## src/rtl/mem_access_stage.sv

```systemverilog
// rtl/mem_access_stage.sv - MEM pipeline stage: data memory handshake, stall, misalign/timeout exceptions
module mem_access_stage #(
   parameter int TIMEOUT = 16
) (
   input  logic        clk,
   input  logic        r,
   input  logic [1:0]  ex_wb,
   input  logic        mem_rd,
   input  logic        mem_wr,
   input  logic [31:0] alu_result,
   input  logic [31:0] store_data,
   input  logic [4:0]  ex_rd,
   output logic        dm_req,
   output logic        dm_we,
   output logic [31:0] dm_addr,
   output logic [31:0] dm_wdata,
   input  logic        dm_ready,
   input  logic [31:0] dm_rdata,
   output logic [1:0]  wb_ctrl,
   output logic [31:0] wb_data,
   output logic [4:0]  wb_rd,
   output logic        stall,
   output logic [1:0]  exc
);

   typedef enum logic [1:0] {IDLE, ACCESS, HOLD} state_t;

   // Last wait cycle before the request is abandoned.
   localparam logic [7:0] CNT_LAST = 8'(TIMEOUT - 1);

   state_t      state_q, state_d;
   logic        dm_req_q, dm_req_d;
   logic        dm_we_q, dm_we_d;
   logic [31:0] dm_addr_q, dm_addr_d;
   logic [31:0] dm_wdata_q, dm_wdata_d;
   logic [31:0] ld_data_q, ld_data_d;
   logic [7:0]  cnt_q, cnt_d;
   logic        mis_q, mis_d;
   logic        tmo_q, tmo_d;

   logic mem_op;
   logic misaligned;

   // A simultaneous read and write decodes as a store via dm_we <= mem_wr.
   assign mem_op     = mem_rd | mem_wr;
   assign misaligned = |alu_result[1:0];

   // Next-state logic: launch, wait for completion or timeout, then one HOLD cycle.
   always_comb begin
      state_d    = state_q;
      dm_req_d   = dm_req_q;
      dm_we_d    = dm_we_q;
      dm_addr_d  = dm_addr_q;
      dm_wdata_d = dm_wdata_q;
      ld_data_d  = ld_data_q;
      cnt_d      = cnt_q;
      mis_d      = mis_q;
      tmo_d      = tmo_q;
      case (state_q)
         IDLE: begin
            if (mem_op) begin
               if (misaligned) begin
                  mis_d   = 1'b1;
                  state_d = HOLD;
               end else begin
                  dm_req_d   = 1'b1;
                  dm_we_d    = mem_wr;
                  dm_addr_d  = alu_result;
                  dm_wdata_d = store_data;
                  cnt_d      = 8'd0;
                  state_d    = ACCESS;
               end
            end
         end
         ACCESS: begin
            // Completion takes priority over a timeout landing on the same cycle.
            if (dm_ready) begin
               dm_req_d = 1'b0;
               if (!dm_we_q) begin
                  ld_data_d = dm_rdata;
               end
               state_d = HOLD;
            end else begin
               cnt_d = cnt_q + 8'd1;
               if (cnt_q == CNT_LAST) begin
                  dm_req_d = 1'b0;
                  tmo_d    = 1'b1;
                  state_d  = HOLD;
               end
            end
         end
         HOLD: begin
            mis_d   = 1'b0;
            tmo_d   = 1'b0;
            state_d = IDLE;
         end
         default: begin
            state_d = IDLE;
         end
      endcase
   end

   // Stage outputs toward MEM/WB and the pipeline freeze.
   always_comb begin
      stall   = 1'b0;
      wb_ctrl = ex_wb;
      wb_data = alu_result;
      wb_rd   = ex_rd;
      exc     = 2'b00;
      case (state_q)
         IDLE: begin
            if (mem_op) begin
               stall   = 1'b1;
               wb_ctrl = 2'b00;
            end
         end
         ACCESS: begin
            stall   = 1'b1;
            wb_ctrl = 2'b00;
         end
         HOLD: begin
            if (mis_q || tmo_q) begin
               wb_ctrl = 2'b00;
               wb_data = 32'd0;
               exc     = {tmo_q, mis_q};
            end else if (!dm_we_q) begin
               wb_data = ld_data_q;
            end
         end
         default: begin
            stall = 1'b0;
         end
      endcase
   end

   // State and request registers; reset drops any outstanding request at once.
   always_ff @(posedge clk or negedge r) begin
      if (!r) begin
         state_q    <= IDLE;
         dm_req_q   <= 1'b0;
         dm_we_q    <= 1'b0;
         dm_addr_q  <= 32'd0;
         dm_wdata_q <= 32'd0;
         ld_data_q  <= 32'd0;
         cnt_q      <= 8'd0;
         mis_q      <= 1'b0;
         tmo_q      <= 1'b0;
      end else begin
         state_q    <= state_d;
         dm_req_q   <= dm_req_d;
         dm_we_q    <= dm_we_d;
         dm_addr_q  <= dm_addr_d;
         dm_wdata_q <= dm_wdata_d;
         ld_data_q  <= ld_data_d;
         cnt_q      <= cnt_d;
         mis_q      <= mis_d;
         tmo_q      <= tmo_d;
      end
   end

   assign dm_req   = dm_req_q;
   assign dm_we    = dm_we_q;
   assign dm_addr  = dm_addr_q;
   assign dm_wdata = dm_wdata_q;

endmodule

```

## config.mk

```make
export PLATFORM = sky130hd
export DESIGN_NAME = mem_access_stage
export DESIGN_NICKNAME = d
export VERILOG_FILES = /design/src/rtl/mem_access_stage.sv
export SDC_FILE = /design/constraint.sdc
export NUM_CORES = 1
export LEC_CHECK = 0
export BUFFER_PORTS_ARGS = -buffer_cell sky130_fd_sc_hd__clkbuf_2
export CAP_MARGIN = 10
export CORE_MARGIN = 2
export CORE_UTILIZATION = 50
export CTS_CLUSTER_DIAMETER = 60
export DETAILED_ROUTE_END_ITERATION = 7
export PLACE_DENSITY = 0.95
export SETUP_SLACK_MARGIN = 0.05
export SKIP_CTS_REPAIR_TIMING = 1
export SLEW_MARGIN = 25
export SYNTH_ARGS = -nofsm -noshare
export SYNTH_HDL_FRONTEND = slang
export SYNTH_SLANG_ARGS = --single-unit
```

## constraint.sdc

```tcl
create_clock -name clk -period 5.9 [get_ports clk]
set_input_delay 1.18 -clock clk [delete_from_list [all_inputs] [get_ports clk]]
set_output_delay 1.18 -clock clk [all_outputs]
set_load 0.03 [all_outputs]
```

==> run_results.csv, run 1 <==
group,metric,value,unit
worst_setup_path,max_stage_delay,0.59,ns
sta,tightestPinTransition,0.755,ns
die,die_h,100,um
synthesis,syn_nets,435,
synthesis,synth-edff-count,0,
worst_setup_path,worstPathArrival,2.27,ns
synthesis,synthArstFlopShare,100,%
detailed_routing,vias_per_cell,5.55,
worst_setup_path,reg2reg_slack,3.80,ns
synthesis,yosys-top-cells-count,"dfrtp_1 (110), mux2_2 (91), a22o_1 (33)",
placement,gp_congestion,0.788,
cells_and_area,insertedDiodeCount,0,
clock_network,clockBufferDepth,2,
die,rows,35,
sta,fin_crit_sh,58.5,%
synthesis,synth_top_area_cell,"dfrtp_1",
power_and_ir_drop,ir_drop,278,uV
synthesis,synth_cell_types,36,
grt,grt_start_max_net_pins,60,
clock_network,clock_sinks,110,
sta,finalHoldViolCount,0,
worst_setup_path,critical_path_class,"reg2out",
grt,gr-total-overflow,0,
worst_setup_path,cp_cell_sequence,"nand2b_1 -> a21o_2 -> a22o_1 -> clkbuf_2",
worst_setup_path,worst_setup_path_end_kind,"output port",
clock_network,htree_levels,3,
synthesis,post-synth-top-count-cell,"dfrtp_1",
sta,rsz0062_at_grt,"false",
sta,min_period,3.45,ns
status,status,"complete, no violations",
power_and_ir_drop,p_leak,2.96,nW
worst_setup_path,critPathLaunchType,"flip-flop",
min_path,hold_class,"reg2reg",
sta,slew_headroom,49.7,%
die,coreArea,0.00911,mm^2
clock_network,cts_tree,"yes",
synthesis,syn_area,0.00464,mm^2
placement,port_buffers,205,
grt,grt_antenna_before_repair,0,
synthesis,synthCells,326,
clock_network,cts_root_buffer,"clkbuf_8",
clock_network,clkTransAtPathRegs,0.10,ns
worst_setup_path,slowest_stage,"a21o_2",
synthesis,synth_top_area_share,59.4,%
synthesis,syn_avg_cell_area,14.2,um^2
synthesis,synth_area_leaders,"dfrtp_1 (59%), mux2_2 (22%), a22o_1 (6.2%), buf_4 (1.1%), o21ai_0 (0.76%)",
grt,grt_pass1_vias,3756,
detailed_routing,wirelength,11.5,mm
synthesis,ys.warnings.count,0,
cells_and_area,finalNetCount,634,
sta,fin_skew,0.0174,ns
detailed_routing,drt_iter0_markers,85,
power_and_ir_drop,power_density,562,mW/mm^2
flow_run,maxCapViolations,0,
die,io_pins,216,
synthesis,ys_seq_elements,110,
cells_and_area,syn2layout_area_growth,28.7,%
die,die_area,0.0101,mm^2
clock_network,insertion_delay,0.37,ns
die,die_w,100,um
placement,dpl.hpwl,8.42,mm
cells_and_area,final_core_util,65.5,%
detailed_routing,vias,3557,
detailed_routing,drc_errors,0,
synthesis,synth_flop_cell,"dfrtp_1",
sta,slew_violations,0,
detailed_routing,routed_wire_length_per_instance,17.9,um
detailed_routing,route.antenna.remaining_nets,0,
clock_network,cts_buffers,9,
worst_setup_path,crit_required,4.72,ns
die,start_util,50.9,%
grt,grt_first_pass_wirelength,18.1,mm
grt,grt_use_total,22.7,%
detailed_routing,first_pass_iters,4,
worst_setup_path,crit_fanout,32,
sta,setup_violations,0,
sta,fmax,290,MHz
synthesis,ys_seq_area_share,59.4,%
cells_and_area,drive_gt1_share,61.3,%
sta,fin_tns_setup,0,ns
[flip-flops by register name (all words and copies together), names as in the netlist]
signal     count
tmo_q          1
state_q        2
mis_q          1
dm_we          1
cnt_q          8
ld_data_q     32
dm_addr       32
dm_req         1
dm_wdata      32
[through the flow]
| step | area (um^2) | setup WS, ns | hold slack [ns] | std cells | power [mW] |
|---|---|---|---|---|---|
| CTS | 5950 | 2.16 | 0.507 | 640 | 3.37 |
| detailed placement | 5760 | 2.59 | 0.480 | 624 | 2.93 |
| global route | 5970 | 2.33 | 0.530 | 641 | 3.53 |
| finish | 5970 | 2.45 | 0.502 | 641 | 3.36 |
| global placement | 5730 | 2.65 | 0.466 | 623 | 2.85 |
| floorplan | 4640 | 2.41 | 0.482 | 326 | 2.42 |
[worst paths after layout]
check / startpoint / endpoint / cells after the start
hold reg to reg: dm_addr[1] / dm_addr[1] / 1
setup reg to reg: state_q[0] / dm_wdata[25] / 4
max in group asynchronous: r / dm_addr[27] / 2
min in group asynchronous: r / dm_addr[3] / 1
hold / removal: dm_addr[1] / dm_addr[1] / 1
setup / recovery: state_q[0] / wb_data[9] / 4
[worst max-delay path, delay by kind of cell, from the launching register on]
kind	cells	cell delay (ns)
simple gates	1	0.33
buf+inv	1	0.21
flops	1	0.48
compound gates	2	0.87
[cells in the final DEF, fill, tap and decap left out, drive strengths merged, types with 2 or more instances in the layout]
cell / Yosys / final
clkbuf: 8 / 214
or3: 5 / 5
or4: 3 / 3
nand4: 2 / 2
nor3: 2 / 2
a22o: 33 / 33
dfrtp: 110 / 110
nor2: 9 / 9
o31ai: 2 / 2
nand2b: 2 / 2
nand2: 5 / 5
buf: 14 / 6
a21oi: 6 / 6
nor4: 2 / 2
o21ai: 8 / 8
and2: 2 / 2
nand3: 2 / 2
inv: 5 / 8
nor3b: 3 / 3
clkinv: 0 / 2
mux2: 94 / 94
[cells by family (layout without fill, tap and decap cells)]
kind of cell             after synthesis  in the layout  synth area share (%)
AO/OA/AOI/OAI                         55             55                  9.09
adder cells (fa/ha/maj)                1              1                 0.270
buffers and inverters                 27            231                  3.21
flip-flops                           110            110                  59.4
multiplexers                          94             94                  22.8
AND/OR/NAND/NOR                       39             39                  5.23
[per-layer routing]
layer  routed length (um)  vias to the layer above  GRT usage [%]
met5                    0                        -              0
met4                  212                        0           7.48
met3                  620                       20           5.01
met2                 6190                      138           40.4
met1                 4460                     1810           27.3
li1                     -                     1589              -
[final cells by class]
class / count / area, um^2
multi-input combinational: 189 / 1770
inverter: 5 / 18.8
clock buffer: 10 / 138
sequential: 110 / 2750
timing repair buffer: 210 / 1100
tap: 111 / 139
fill: 692 / 3140
clock inverter: 6 / 52.6
[power breakdown]
part           switching (mW)  internal, mW
Sequential              0.207          1.09
Clock                   0.270         0.173
Combinational            1.03         0.581
Note: power is estimated with default switching activity, not from simulation.
==> inputs of run 2 (changes only) <==
- CORE_UTILIZATION: 50 -> 42
- PLACE_DENSITY: 0.95 -> 0.86
- clock period: 5.9 -> 3.15 ns (I/O delays scaled with it)
==> run 2 against run 1 <==
Worst hold slack got worse by 0.20 ns. Wire length decreased by 3.1%. Register-to-register slack got worse by 2.8 ns. Non-clock buffer count unchanged. Via count decreased by 1.5%. Total power increased by 87%. Combinational power increased by 87%. Sequential share of layout area decreased by 0.43 points. First-iteration DRC count increased by 25%. Critical path type unchanged.
==> run_results.csv, run 2 (same netlist as run 1, synthesis figures left out) <==
group,metric,value,unit
status,status,"complete, no violations",
power_and_ir_drop,switching_share,44.2,%
clock_network,clock_sinks,110,
sta,rsz0062_at_grt,"false",
clock_network,insertion_delay,0.36,ns
detailed_routing,routed_wire_length_per_instance,16.6,um
sta,slew_violations,0,
die,die_w,109,um
worst_setup_path,worst_setup_path_end_kind,"output port",
cells_and_area,layout_common_cells,"clkbuf_2 (204), dfrtp_1 (110), mux2_2 (91)",
worst_setup_path,critPathLaunchType,"flip-flop",
placement,dpl.cell_count,654,
sta,min_period,2.90,ns
sta,finalHoldViolCount,0,
power_and_ir_drop,pwr-share-seq,38.5,%
power_and_ir_drop,switchingPower,2.78,mW
flow_run,maxCapViolations,0,
clock_network,htree_levels,3,
detailed_routing,vias_per_cell,5.23,
sta,slew_headroom,52.5,%
die,rows,38,
worst_setup_path,r2r_end,"dm_wdata[24]",
worst_setup_path,critical_path_class,"reg2out",
power_and_ir_drop,clockPowerShare,13.6,%
clock_network,cts_buffers,9,
worst_setup_path,reg2reg_slack,1.05,ns
power_and_ir_drop,comb_power_share,47.8,%
power_and_ir_drop,ir_drop,512,uV
cells_and_area,finalNonFillerCells,670,
worst_setup_path,max_stage_delay,0.58,ns
placement,port_buffers,205,
grt,grt_start_max_net_pins,57,
die,start_util,43.0,%
worst_setup_path,path_buf_inv,1,
detailed_routing,drt_iter0_markers,106,
power_and_ir_drop,power_density,1040,mW/mm^2
detailed_routing,route.antenna.remaining_nets,0,
cells_and_area,final_core_util,55.8,%
sta,setup_violations,0,
detailed_routing,first_pass_iters,4,
sta,fin_crit_sh,92.1,%
worst_setup_path,slowest_stage,"a21o_2",
die,die_h,109,um
sta,tightestPinTransition,0.713,ns
worst_setup_path,worstPathArrival,2.27,ns
detailed_routing,wirelength,11.1,mm
clock_network,cts_root_buffer,"clkbuf_8",
grt,gr-total-overflow,0,
cells_and_area,fillers,914,
clock_network,cts_tree,"yes",
worst_setup_path,crit_fanout,32,
cells_and_area,finalNetCount,634,
worst_setup_path,r2r-start,"state_q[0]",
cells_and_area,syn2layout_area_growth,29.9,%
worst_setup_path,crit_required,2.52,ns
grt,grt_use_total,19.0,%
worst_setup_path,reg2regPathDepth,4,
sta,fin_skew,0.00875,ns
cells_and_area,mostFrequentLayoutCell,"clkbuf_2",
worst_setup_path,cp_cell_sequence,"nand2b_1 -> a21o_2 -> a22o_1 -> clkbuf_2",
grt,grt_first_pass_wirelength,17.4,mm
grt,grt_pass1_vias,3589,
detailed_routing,drc_errors,0,
grt,grt_antenna_before_repair,0,
min_path,hold_class,"in2async",
cells_and_area,drive_gt1_share,61.3,%
placement,dpl.hpwl,8.26,mm
sta,fmax,345,MHz
power_and_ir_drop,cellInternalPower,3.51,mW
die,coreArea,0.0108,mm^2
cells_and_area,insertedDiodeCount,0,
die,io_pins,216,
placement,gp_congestion,0.748,
die,die_area,0.0119,mm^2
power_and_ir_drop,p_leak,2.97,nW
clock_network,clockBufferDepth,2,
detailed_routing,vias,3504,
worst_setup_path,cp_top_family,"compound AO/OA/AOI/OAI gates",
sta,fin_tns_setup,0,ns
worst_setup_path,critPathLaunch,"state_q[0]",
clock_network,clkTransAtPathRegs,0.10,ns
==> run 2: area by class of cell <==
cell class	count	area [um^2]	area share, %
tap	140	175	2.91
multi-input combinational	189	1770	29.4
sequential	110	2750	45.7
clock inverter	7	73.8	1.23
timing repair buffer	210	1110	18.4
clock buffer	9	124	2.06
inverter	5	18.8	0.312
==> run 2: worst max path at each step <==
stage | end | depth (start not counted) | slack, ns
2_1_floorplan | wb_ctrl[0] | 3 | 0.76
3_3_place_gp | wb_data[30] | 4 | 0.34
3_5_place_dp | wb_data[13] | 5 | 0.64
4_1_cts | wb_data[13] | 5 | 0.21
5_1_grt | wb_data[21] | 4 | 0.09
6_report | wb_data[30] | 4 | 0.25
==> run 2: power by group through the flow <==
stage                     Clock (mW)  Sequential, mW  Combinational, mW
after floorplan                    0            3.21               1.32
after global placement             0            2.40               2.96
after detailed placement           0            2.45               3.03
after CTS                      0.888            2.43               3.04
after global routing           0.941            2.51               3.19
final                          0.857            2.42               3.01
==> run 2: routing by layer <==
layer | share of wire [%] | GRT usage [%] | vias up
met5 | 0 | 0 | -
met4 | 1.6 | 7.78 | 0
met3 | 6.1 | 4.84 | 16
met2 | 52 | 31.9 | 129
met1 | 40 | 23.5 | 1754
li1 | - | - | 1605
==> run 2: metrics by stage <==
step	hold slack, ns	power [mW]	setup WS, ns	cell area (um^2)
2_1_floorplan	0.334	4.53	0.759	4640
3_3_place_gp	0.467	5.37	0.336	5800
3_5_place_dp	0.474	5.49	0.637	5830
4_1_cts	0.310	6.35	0.209	6020
5_1_grt	0.336	6.64	0.0917	6020
6_report	0.298	6.28	0.250	6020
